**src/rtl/instr_fetch_unit.sv**
```systemverilog
// Instruction fetch stage: owns the PC, fetches words over a req/ready handshake
// and holds each instruction until the decode/execute path consumes it.
module instr_fetch_unit #(
  parameter int               WIDTH    = 32,
  parameter logic [WIDTH-1:0] RESET_PC = '0
) (
  input  logic             clk,
  input  logic             rst,
  input  logic             Stall,
  input  logic             PCSrc,
  input  logic [WIDTH-1:0] PCTarget,
  input  logic             imem_ready,
  input  logic [WIDTH-1:0] imem_rdata,
  output logic             imem_req,
  output logic [WIDTH-1:0] imem_addr,
  output logic [WIDTH-1:0] Instr,
  output logic [WIDTH-1:0] PC,
  output logic [WIDTH-1:0] PCPlus4,
  output logic             instr_valid,
  output logic             fetch_error,
  output logic [31:0]      instr_count
);

  // state | meaning
  // IDLE  | after reset, no request   ; FETCH | request outstanding at PC
  // VALID | instruction held for decode, waiting for Stall=0
  typedef enum logic [1:0] {S_IDLE, S_FETCH, S_VALID} state_t;

  localparam logic [WIDTH-1:0] NOP = WIDTH'(32'h0000_0013);

  state_t           r_state;
  logic [WIDTH-1:0] r_pc;
  logic [WIDTH-1:0] r_instr;
  logic             r_req;
  logic             r_valid;
  logic             r_err;
  logic [31:0]      r_count;

  logic [WIDTH-1:0] w_pc_plus4;
  logic [WIDTH-1:0] w_target;
  logic             w_misaligned;

  assign w_pc_plus4   = r_pc + WIDTH'(4);
  assign w_target     = {PCTarget[WIDTH-1:2], 2'b00};
  assign w_misaligned = |PCTarget[1:0];

  always_ff @(posedge clk or posedge rst) begin
    if (rst) begin
      r_state <= S_IDLE;
      r_pc    <= RESET_PC;
      r_instr <= NOP;
      r_req   <= 1'b0;
      r_valid <= 1'b0;
      r_err   <= 1'b0;
      r_count <= '0;
    end else begin
      case (r_state)
        S_IDLE: begin
          r_state <= S_FETCH;
          r_req   <= 1'b1;
        end
        S_FETCH: begin
          if (imem_ready) begin
            r_instr <= imem_rdata;
            r_req   <= 1'b0;
            r_valid <= 1'b1;
            r_state <= S_VALID;
          end
        end
        S_VALID: begin
          if (!Stall) begin
            r_pc    <= PCSrc ? w_target : w_pc_plus4;
            r_count <= r_count + 32'd1;
            r_valid <= 1'b0;
            r_req   <= 1'b1;
            r_state <= S_FETCH;
            // misaligned target is aligned down but remembered
            if (PCSrc && w_misaligned) r_err <= 1'b1;
          end
        end
        default: begin
          r_state <= S_IDLE;
          r_req   <= 1'b0;
          r_valid <= 1'b0;
        end
      endcase
    end
  end

  assign imem_req    = r_req;
  assign imem_addr   = r_pc;
  assign PC          = r_pc;
  assign PCPlus4     = w_pc_plus4;
  assign Instr       = r_instr;
  assign instr_valid = r_valid;
  assign fetch_error = r_err;
  assign instr_count = r_count;

endmodule

```
**config.mk**
```make
export PLATFORM = sky130hd
export DESIGN_NAME = instr_fetch_unit
export DESIGN_NICKNAME = d
export VERILOG_FILES = /design/src/rtl/instr_fetch_unit.sv
export SDC_FILE = /design/constraint.sdc
export NUM_CORES = 1
export LEC_CHECK = 0
export BUFFER_PORTS_ARGS = -buffer_cell sky130_fd_sc_hd__buf_2
export CAP_MARGIN = 15
export CORE_MARGIN = 2
export CORE_UTILIZATION = 38
export CTS_CLUSTER_DIAMETER = 80
export DETAILED_ROUTE_END_ITERATION = 10
export HOLD_SLACK_MARGIN = 0.1
export PLACE_DENSITY = 0.66
export SLEW_MARGIN = 10
export SYNTH_ARGS = -nofsm -noshare
export SYNTH_HDL_FRONTEND = slang
export SYNTH_SLANG_ARGS = --single-unit
```
**constraint.sdc**
```tcl
create_clock -name clk -period 3.3 [get_ports clk]
set_clock_uncertainty 0.05 [all_clocks]
set_input_delay 0 -clock clk [delete_from_list [all_inputs] [get_ports clk]]
set_output_delay 0 -clock clk [all_outputs]
set_load 0.02 [all_outputs]
```
==> metrics.txt, run 1 <==
Area Growth Syn to Fin=38.3%; GRT overflow=0; Pins Over Slew Limit=0; Clock Path Buffers=2; RSZ-0062 raised after global routing=no; synth top area cells=dfrtp_1 (45%), xnor2_1 (7.5%), mux2_2 (6.8%); Clock power frac=18.4%; ant diodes=0; Final Non-Filler Cells=963; net switching power=2450 uW; GR Util All Layers=19.2%; IR Drop Worst-Case VDD=509 uV; total vias in the final route=4856; Setup CP Type=reg2out; clock root buffer=clkbuf_16; most frequent cells in the layout=buf_2 (225), dfrtp_1 (95), dlygate4sd3_1 (68); FP Rows=43; area occupied by registers=0.00246 sq mm; HPWL after DPL=9880 microns; Tmin final=2.54 ns; #FFs+latches synth=98; clk slew on worst S/H paths=0.07 ns; H-tree Lvls=3; WP data required=3.25 ns; CP Max Fanout=11; Max Freq=0.394 GHz; Die ar.=0.0148 sq mm; Initial Util=38.4%; vias in the first global route=4497; # DRC=0; Pleak=0.00347 uW; setup TNS=0 ns; first-pass GRT wire length=22600 microns; Ports=232; total routed wirelength=14500 microns; Post-synth EDFFs=0; share of the synthesized area in the top cell type=45.1%; TritonCTS buffer count=9; drt via density=5.04; switching fraction of total power=44.1%; ys async rst share=100%; worst skew pair latency=0.35 ns; initial antenna violation count=0; # nets final=849; worst rel slew slack=32.8%; die height=122 microns; router iterations before antenna repair=4; average routed wire per standard cell=15.1 microns; drt initial violations=255; Die X=122 microns; Mapped Cells=527; Flop pwr share=36.5%; CP Launch Type=flop; Yosys cell types=44; share of the yosys chip area belonging to registers=46.6%; ys flop type=dfrtp_1; post-CTS setup buffer count=0; largest net degree at the start of global routing=64; commonest non-fill, non-tap cell in the layout=buf_2; pwr/cell area=762 mW/mm^2; Combinational Power Share=45.1%; Tot Pwr=5550 uW; worst hold-check path type=in2async; gp weighted congestion=0.841; mapped cell area=0.00527 sq mm; Final Setup Violations=0; clk sinks=98; max-cap violations=0; Hold Vio Cnt, Final=0; worst slew pin tran=1.01 ns; total core area=0.0137 sq mm; layout cells sized above 1=37.4%; Inst Count DP=879; mean post-synth cell area=10.0 sq um; P_int=3100 uW; antenna-violating nets left=0; crit path DAT=2.49 ns; PortBufs=225; final design utilization=53.1%; Final Cycle Share=76.9%; Worst Setup End Kind=output pin; synth warn=0; area of the multi-input gates=0.00243 sq mm; status=complete, no violations; CTS tree=built; Yosys top cell by area=dfrtp_1; FILL cells=1225
synth_stat cells, drive strengths merged (2+ instances only):
cell type	instances
a21oi	14
a22oi	6
a2bb2oi	2
a31oi	5
and2	5
and3	16
and4	6
buf	45
clkbuf	20
dfrtp	95
dfstp	3
ha	2
inv	7
mux2	32
mux2i	9
nand2	49
nand3	45
nand4	17
nor2	16
nor2b	7
nor3	21
nor3b	2
nor4	6
o211ai	3
o21ai	19
o21bai	2
o22ai	4
o2bb2ai	2
xnor2	45
xor2	14
layer usage:
metal	track usage [%]	vias up	wire length [microns]
li1	-	2315	-
met1	25.9	2346	6360
met2	31.4	174	7100
met3	2.81	21	771
met4	7.04	0	281
met5	0	-	0
cells by family after synthesis:
logic type      Yosys count  share of synthesized area [%]
compound gates           60                           6.91
xor+xnor                 59                           9.81
fa+ha+maj                 2                          0.475
buf+inv                  72                           7.79
flops                    98                           46.6
mux                      41                           8.55
other cells               1                         0.0712
simple gates            194                           19.8
area by class of cell:
type | count | share of cell area, %
Clock buffer | 10 | 3.28
Clock inverter | 6 | 0.687
Inverter | 7 | 0.395
Multi-Input combinational cell | 362 | 33.3
Sequential cell | 98 | 33.7
Tap cell | 180 | 3.09
Timing Repair Buffer | 300 | 25.5
metrics by stage:
stage          cell area (sq um)  hold slack [ns]  worst slack [ns]
6_report                    7290            0.177             0.762
5_1_grt                     7290            0.229             0.544
4_1_cts                     7290            0.187             0.696
3_5_place_dp                6320           0.0207              1.03
3_3_place_gp                6320           0.0132              1.07
2_1_floorplan               5290           0.0948             0.693
worst max-delay path, cell delays in order (launching register included):
cell and delay (ns):
dfrtp_1 0.66, nand4_1 0.25, nor4_1 0.59, nand3_1 0.26, xnor2_1 0.18, buf_2 0.20
timing repair:
action / in CTS / in global routing
endpoints found under the hold margin: 102 / 0
gates resized for setup: 0 / 0
hold buffers: 68 / 0
power by group through the flow:
stage / Combinational (uW) / Clock [uW] / Sequential (uW)
5_1_grt: 2690 / 1090 / 2090
3_3_place_gp: 2410 / 0 / 2010
4_1_cts: 2510 / 1050 / 2020
6_report: 2500 / 1020 / 2030
3_5_place_dp: 2430 / 0 / 2040
2_1_floorplan: 1390 / 0 / 2370
worst paths after layout:
check	cells past startpoint	slack [ns]	end	startpoint
setup / recovery	5	0.76	PCPlus4[31]	PC[18]
min in group clk	4	0.28	PC[2]	PCSrc
hold / removal	3	0.18	Instr[14]	rst
max in group asynchronous	4	2.15	PC[2]	rst
hold reg to reg	1	0.43	instr_count[16]	instr_count[16]
setup reg to reg	5	1.08	PC[31]	PC[18]
registers in the layout, indices dropped and copies added, names as in the netlist:
name         count
fetch_error      1
r_state          1
Instr           32
instr_count     32
instr_valid      1
PC              30
imem_req         1
(Power assumes the default switching activity.)
==> inputs of run 2 (changes only) <==
- clock period: 3.3 -> 2.46 ns (I/O delays scaled with it)
==> run 2 against run 1 <==
Combinational power grew 37%. Sequential cell count unchanged. Critical path depth grew 2. Register-to-register slack worse by 0.71 ns.
==> metrics.txt, run 2 (same netlist as run 1, synthesis figures left out) <==
initial antenna violation count=0; pwr/cell area=1020 mW/mm^2; Reg2Reg Depth=5; net switching power=3320 uW; drt initial violations=361; Tot Pwr=7500 uW; Max Freq=0.433 GHz; worst-case hold path end point=PC[10]; worst reg2reg startpoint=imem_req; Initial Util=38.4%; # DRC=0; worst hold-check path type=in2reg; Combinational Power Share=45.7%; PortBufs=225; Setup CP Type=reg2out; total vias in the final route=4866; Inst Count DP=882; total core area=0.0137 sq mm; worst slew pin tran=0.818 ns; max-cap violations=0; Worst Setup End Kind=output pin; commonest non-fill, non-tap cell in the layout=buf_2; total routed wirelength=15000 microns; Hold Path Stages=4; Ports=232; antenna-violating nets left=0; Hold Vio Cnt, Final=0; P_int=4180 uW; gp weighted congestion=0.810; Flop pwr share=36.1%; first-pass GRT wire length=23400 microns; worst skew pair latency=0.35 ns; final design utilization=53.5%; largest net degree at the start of global routing=99; R2R Setup Slk=0.37 ns; Clock power frac=18.2%; CP Max Fanout=12; status=complete, no violations; HPWL after DPL=10100 microns; Pleak=0.00348 uW; average routed wire per standard cell=15.5 microns; Clock Path Buffers=2; WP data required=2.41 ns; clk sinks=98; RSZ-0062 raised after global routing=no; Hold Crit Start=PCSrc; layout cells sized above 1=38.1%; Die ar.=0.0148 sq mm; GR Util All Layers=19.8%; switching fraction of total power=44.3%; vias in the first global route=4735; Final Non-Filler Cells=967; drt via density=5.03; Tmin final=2.31 ns; clock root buffer=clkbuf_16; TritonCTS buffer count=9; H-tree Lvls=3; FP Rows=43; CP Launch Type=flop; clk slew on worst S/H paths=0.08 ns; Pins Over Slew Limit=0; Final Setup Violations=0; # nets final=853; ant diodes=0; CTS tree=built; die height=122 microns; GRT overflow=0; RR Endpoint=PC[2]; worst rel slew slack=45.4%; Area Growth Syn to Fin=39.3%; crit path DAT=2.26 ns; most frequent cells in the layout=buf_2 (225), dfrtp_1 (93), dlygate4sd3_1 (69); setup TNS=0 ns; router iterations before antenna repair=4; IR Drop Worst-Case VDD=786 uV; Die X=122 microns; Final Cycle Share=93.9%
==> run 2: stage by stage <==
stage               cell area [sq um]  setup slack [ns]  hold slack (ns)
CTS                              7330            0.0197            0.164
global route                     7340           0.00702            0.201
global placement                 6350             0.440            0.148
detailed placement               6350             0.357            0.158
finish                           7340             0.150            0.180
floorplan                        5290             0.397           0.0948
==> run 2: routing by layer <==
layer	wire length, microns	track usage (%)	up-vias
li1	-	-	2314
met2	7360	34.2	176
met1	6500	25.1	2356
met4	278	7.18	0
met5	0	0	-
met3	844	3.28	20
==> run 2: area by class of cell <==
class / count / area (sq um)
Clock inverter: 7 / 61.3
Inverter: 7 / 30.0
Fill cell: 1237 / 6380
Multi-Input combinational cell: 362 / 2440
Tap cell: 180 / 225
Timing Repair Buffer: 304 / 1900
Clock buffer: 9 / 225
Sequential cell: 98 / 2460
==> run 2: what timing repair did <==
item | in CTS | in global routing
endpoints found under the hold margin | 162 | 0
endpoints found under the setup margin | 0 | 5
gates resized for setup | 0 | 4
setup buffers | 0 | 0
hold buffers | 69 | 0
==> run 2: critical path: stages, from the launching register on <==
cell and delay, ns:
dfrtp_1 0.45, ha_2 0.28, nand4_1 0.18, nor4_2 0.17, buf_4 0.22, and4_1 0.26, xor2_1 0.16, buf_2 0.19
==> run 2: worst max path at each step <==
| stage | start | to | slack, ns | depth (start not counted) |
|---|---|---|---|---|
| floorplan | imem_req | instr_count[24] | 0.40 | 6 |
| global placement | imem_req | PC[23] | 0.44 | 5 |
| detailed placement | PC[2] | PC[28] | 0.36 | 7 |
| CTS | PC[2] | PCPlus4[28] | 0.02 | 7 |
| global route | PC[7] | PCPlus4[31] | 0.007 | 6 |
| finish | PC[3] | PCPlus4[28] | 0.15 | 7 |
==> run 2: power by group through the flow <==
stage | sequential (uW) | combinational [uW] | clock [uW]
finish | 2710 | 3430 | 1370
global route | 2790 | 3660 | 1470
CTS | 2690 | 3420 | 1410
detailed placement | 2720 | 3310 | 0
global placement | 2680 | 3290 | 0
floorplan | 3180 | 1860 | 0
==> inputs of run 3 (changes only) <==
- PLACE_DENSITY: 0.66 -> unset
- PLACE_DENSITY_LB_ADDON: unset -> 0.08
==> run 3 against run 2 <==
Final cell count increased by 0.31%. First-iteration DRC count decreased by 33%. Critical path depth is the same. Utilization is 0.37 points higher. Non-clock buffer count increased by 3. Hold slack gained 0.080 ns. Sequential power is essentially flat. Die area did not move. Combinational power hardly changed. Clock power up 7%. Sequential share of layout area shrank 0.13 points. Setup slack lost 0.0078 ns. Largest power group unchanged. Highest routed layer unchanged.
==> metrics.txt, run 3 (same netlist as run 1, synthesis figures left out) <==
critical path startpoint=PC[2]; Largest stage delay, worst path=0.44 ns; most frequent cells in the layout=buf_2 (225), dfrtp_1 (87), dlygate4sd3_1 (69); clk sinks=98; CTS tree=built; IR Drop Worst-Case VDD=658 uV; setup TNS=0 ns; WP data required=2.41 ns; Hold Vio Cnt, Final=0; HPWL after DPL=10000 microns; Inst Count DP=885; first-pass GRT wire length=23200 microns; Hold Path Stages=4; Hold Crit Start=PCSrc; pwr/cell area=1030 mW/mm^2; router iterations before antenna repair=4; RSZ-0062 raised after global routing=no; vias in the first global route=4505; drt initial violations=243; layout cells sized above 1=39.0%; Top Family by Delay on Critical Path=simple AND/OR/NAND/NOR gates; Initial Util=38.4%; Slowest-stage cell, CP=dfrtp_2; ant diodes=0; max-cap violations=0; drt via density=4.98; Worst Setup End Kind=output pin; Cell Area, Placed=0.00638 sq mm; Clock Path Buffers=2; Die ar.=0.0148 sq mm; total vias in the final route=4832; worst slew pin tran=0.842 ns; largest net degree at the start of global routing=67; CP Max Fanout=12; Area Growth Syn to Fin=40.3%; FP Rows=43; RR Endpoint=PC[27]; commonest non-fill, non-tap cell in the layout=buf_2; clock root buffer=clkbuf_16; Final Setup Violations=0; worst reg2reg startpoint=imem_req; met1 Use GR=27.4%; gp weighted congestion=0.835; Die X=122 microns; Pins Over Slew Limit=0; crit path DAT=2.27 ns; PortBufs=225; met3 Use GR=2.90%; antenna-violating nets left=0; GR Util met2=31.4%; average routed wire per standard cell=15.1 microns; CP Buf/Inv Count=2; initial antenna violation count=0; worst rel slew slack=43.8%; R2R Setup Slk=0.42 ns; Pleak=0.00351 uW; Final Cycle Share=94.2%; # nets final=856; Tmin final=2.32 ns; GR Util All Layers=19.8%; worst-case hold path end point=PC[2]; clk slew on worst S/H paths=0.06 ns; final instance area=0.00739 sq mm; status=complete, no violations; total routed wirelength=14700 microns; GRT overflow=0; TritonCTS buffer count=9; Max Freq=0.431 GHz; Final Non-Filler Cells=970; total core area=0.0137 sq mm; # DRC=0; worst path cell trace=ha_2 -> nand4_1 -> nor4_2 -> buf_4 -> and4_1 -> xor2_1 -> buf_2; worst skew pair latency=0.35 ns; grt peak-use layer=met2; Setup CP Type=reg2out; die height=122 microns; Reg2Reg Depth=5; CP Launch Type=flop; Ports=232; H-tree Lvls=3; worst hold slack=0.260 ns; worst hold-check path type=in2reg
==> run 3: changes by cell type in the layout (fill, tap and decap cells not counted), sizes merged <==
cell and change:
buf +3, clkbuf +2, inv -2, bufinv +1, clkinv -1
==> run 3: area by class of cell <==
| class | count | area, sq um |
|---|---|---|
| fill | 1278 | 6330 |
| sequential | 98 | 2470 |
| multi-input combinational | 362 | 2430 |
| timing repair buffer | 307 | 1930 |
| clock buffer | 11 | 253 |
| tap | 180 | 225 |
| clock inverter | 5 | 60.1 |
| inverter | 7 | 30.0 |
==> run 3: what timing repair did <==
item,4_1_cts,5_1_grt
setup buffers,0,0
hold buffers,69,0
gates resized for setup,1,8
setup endpoints to repair,1,7
hold endpoints to repair,165,0
==> run 3: how the worst max path moves through the flow <==
stage                                  to  slack (ns)  cells past startpoint
after floorplan           instr_count[24]        0.40                      6
after global placement             PC[28]        0.37                      7
after detailed placement           PC[28]        0.30                      7
after CTS                     PCPlus4[28]        0.02                      7
after global routing          PCPlus4[25]       0.003                      6
final                         PCPlus4[28]        0.14                      7
==> run 3: through the flow <==
stage	utilization, %	power, uW	setup slack (ns)
global placement	46.5	6010	0.370
CTS	53.8	7640	0.0180
finish	53.9	7590	0.142
floorplan	-	5050	0.397
detailed placement	46.5	6040	0.296
global route	53.9	8050	0.00348
==> run 3: layer usage <==
metal  up-vias  part of all wire [%]
li1       2322                     -
met1      2323                    45
met2       169                    48
met3        18                   5.0
met4         0                   1.9
met5         -                     0
==> run 3: worst reg2reg max path, cell delays in order, from the launching register on <==
cell and delay, ns:
dfrtp_1 0.47, or3b_2 0.85, buf_4 0.31, nor3_1 0.14
mux2i_1 0.10, nand3_1 0.07
==> run 3: power by group <==
part | internal [uW] | total [uW] | switching (uW)
clock | 848 | 1470 | 622
sequential | 2140 | 2700 | 556
combinational | 1350 | 3420 | 2070
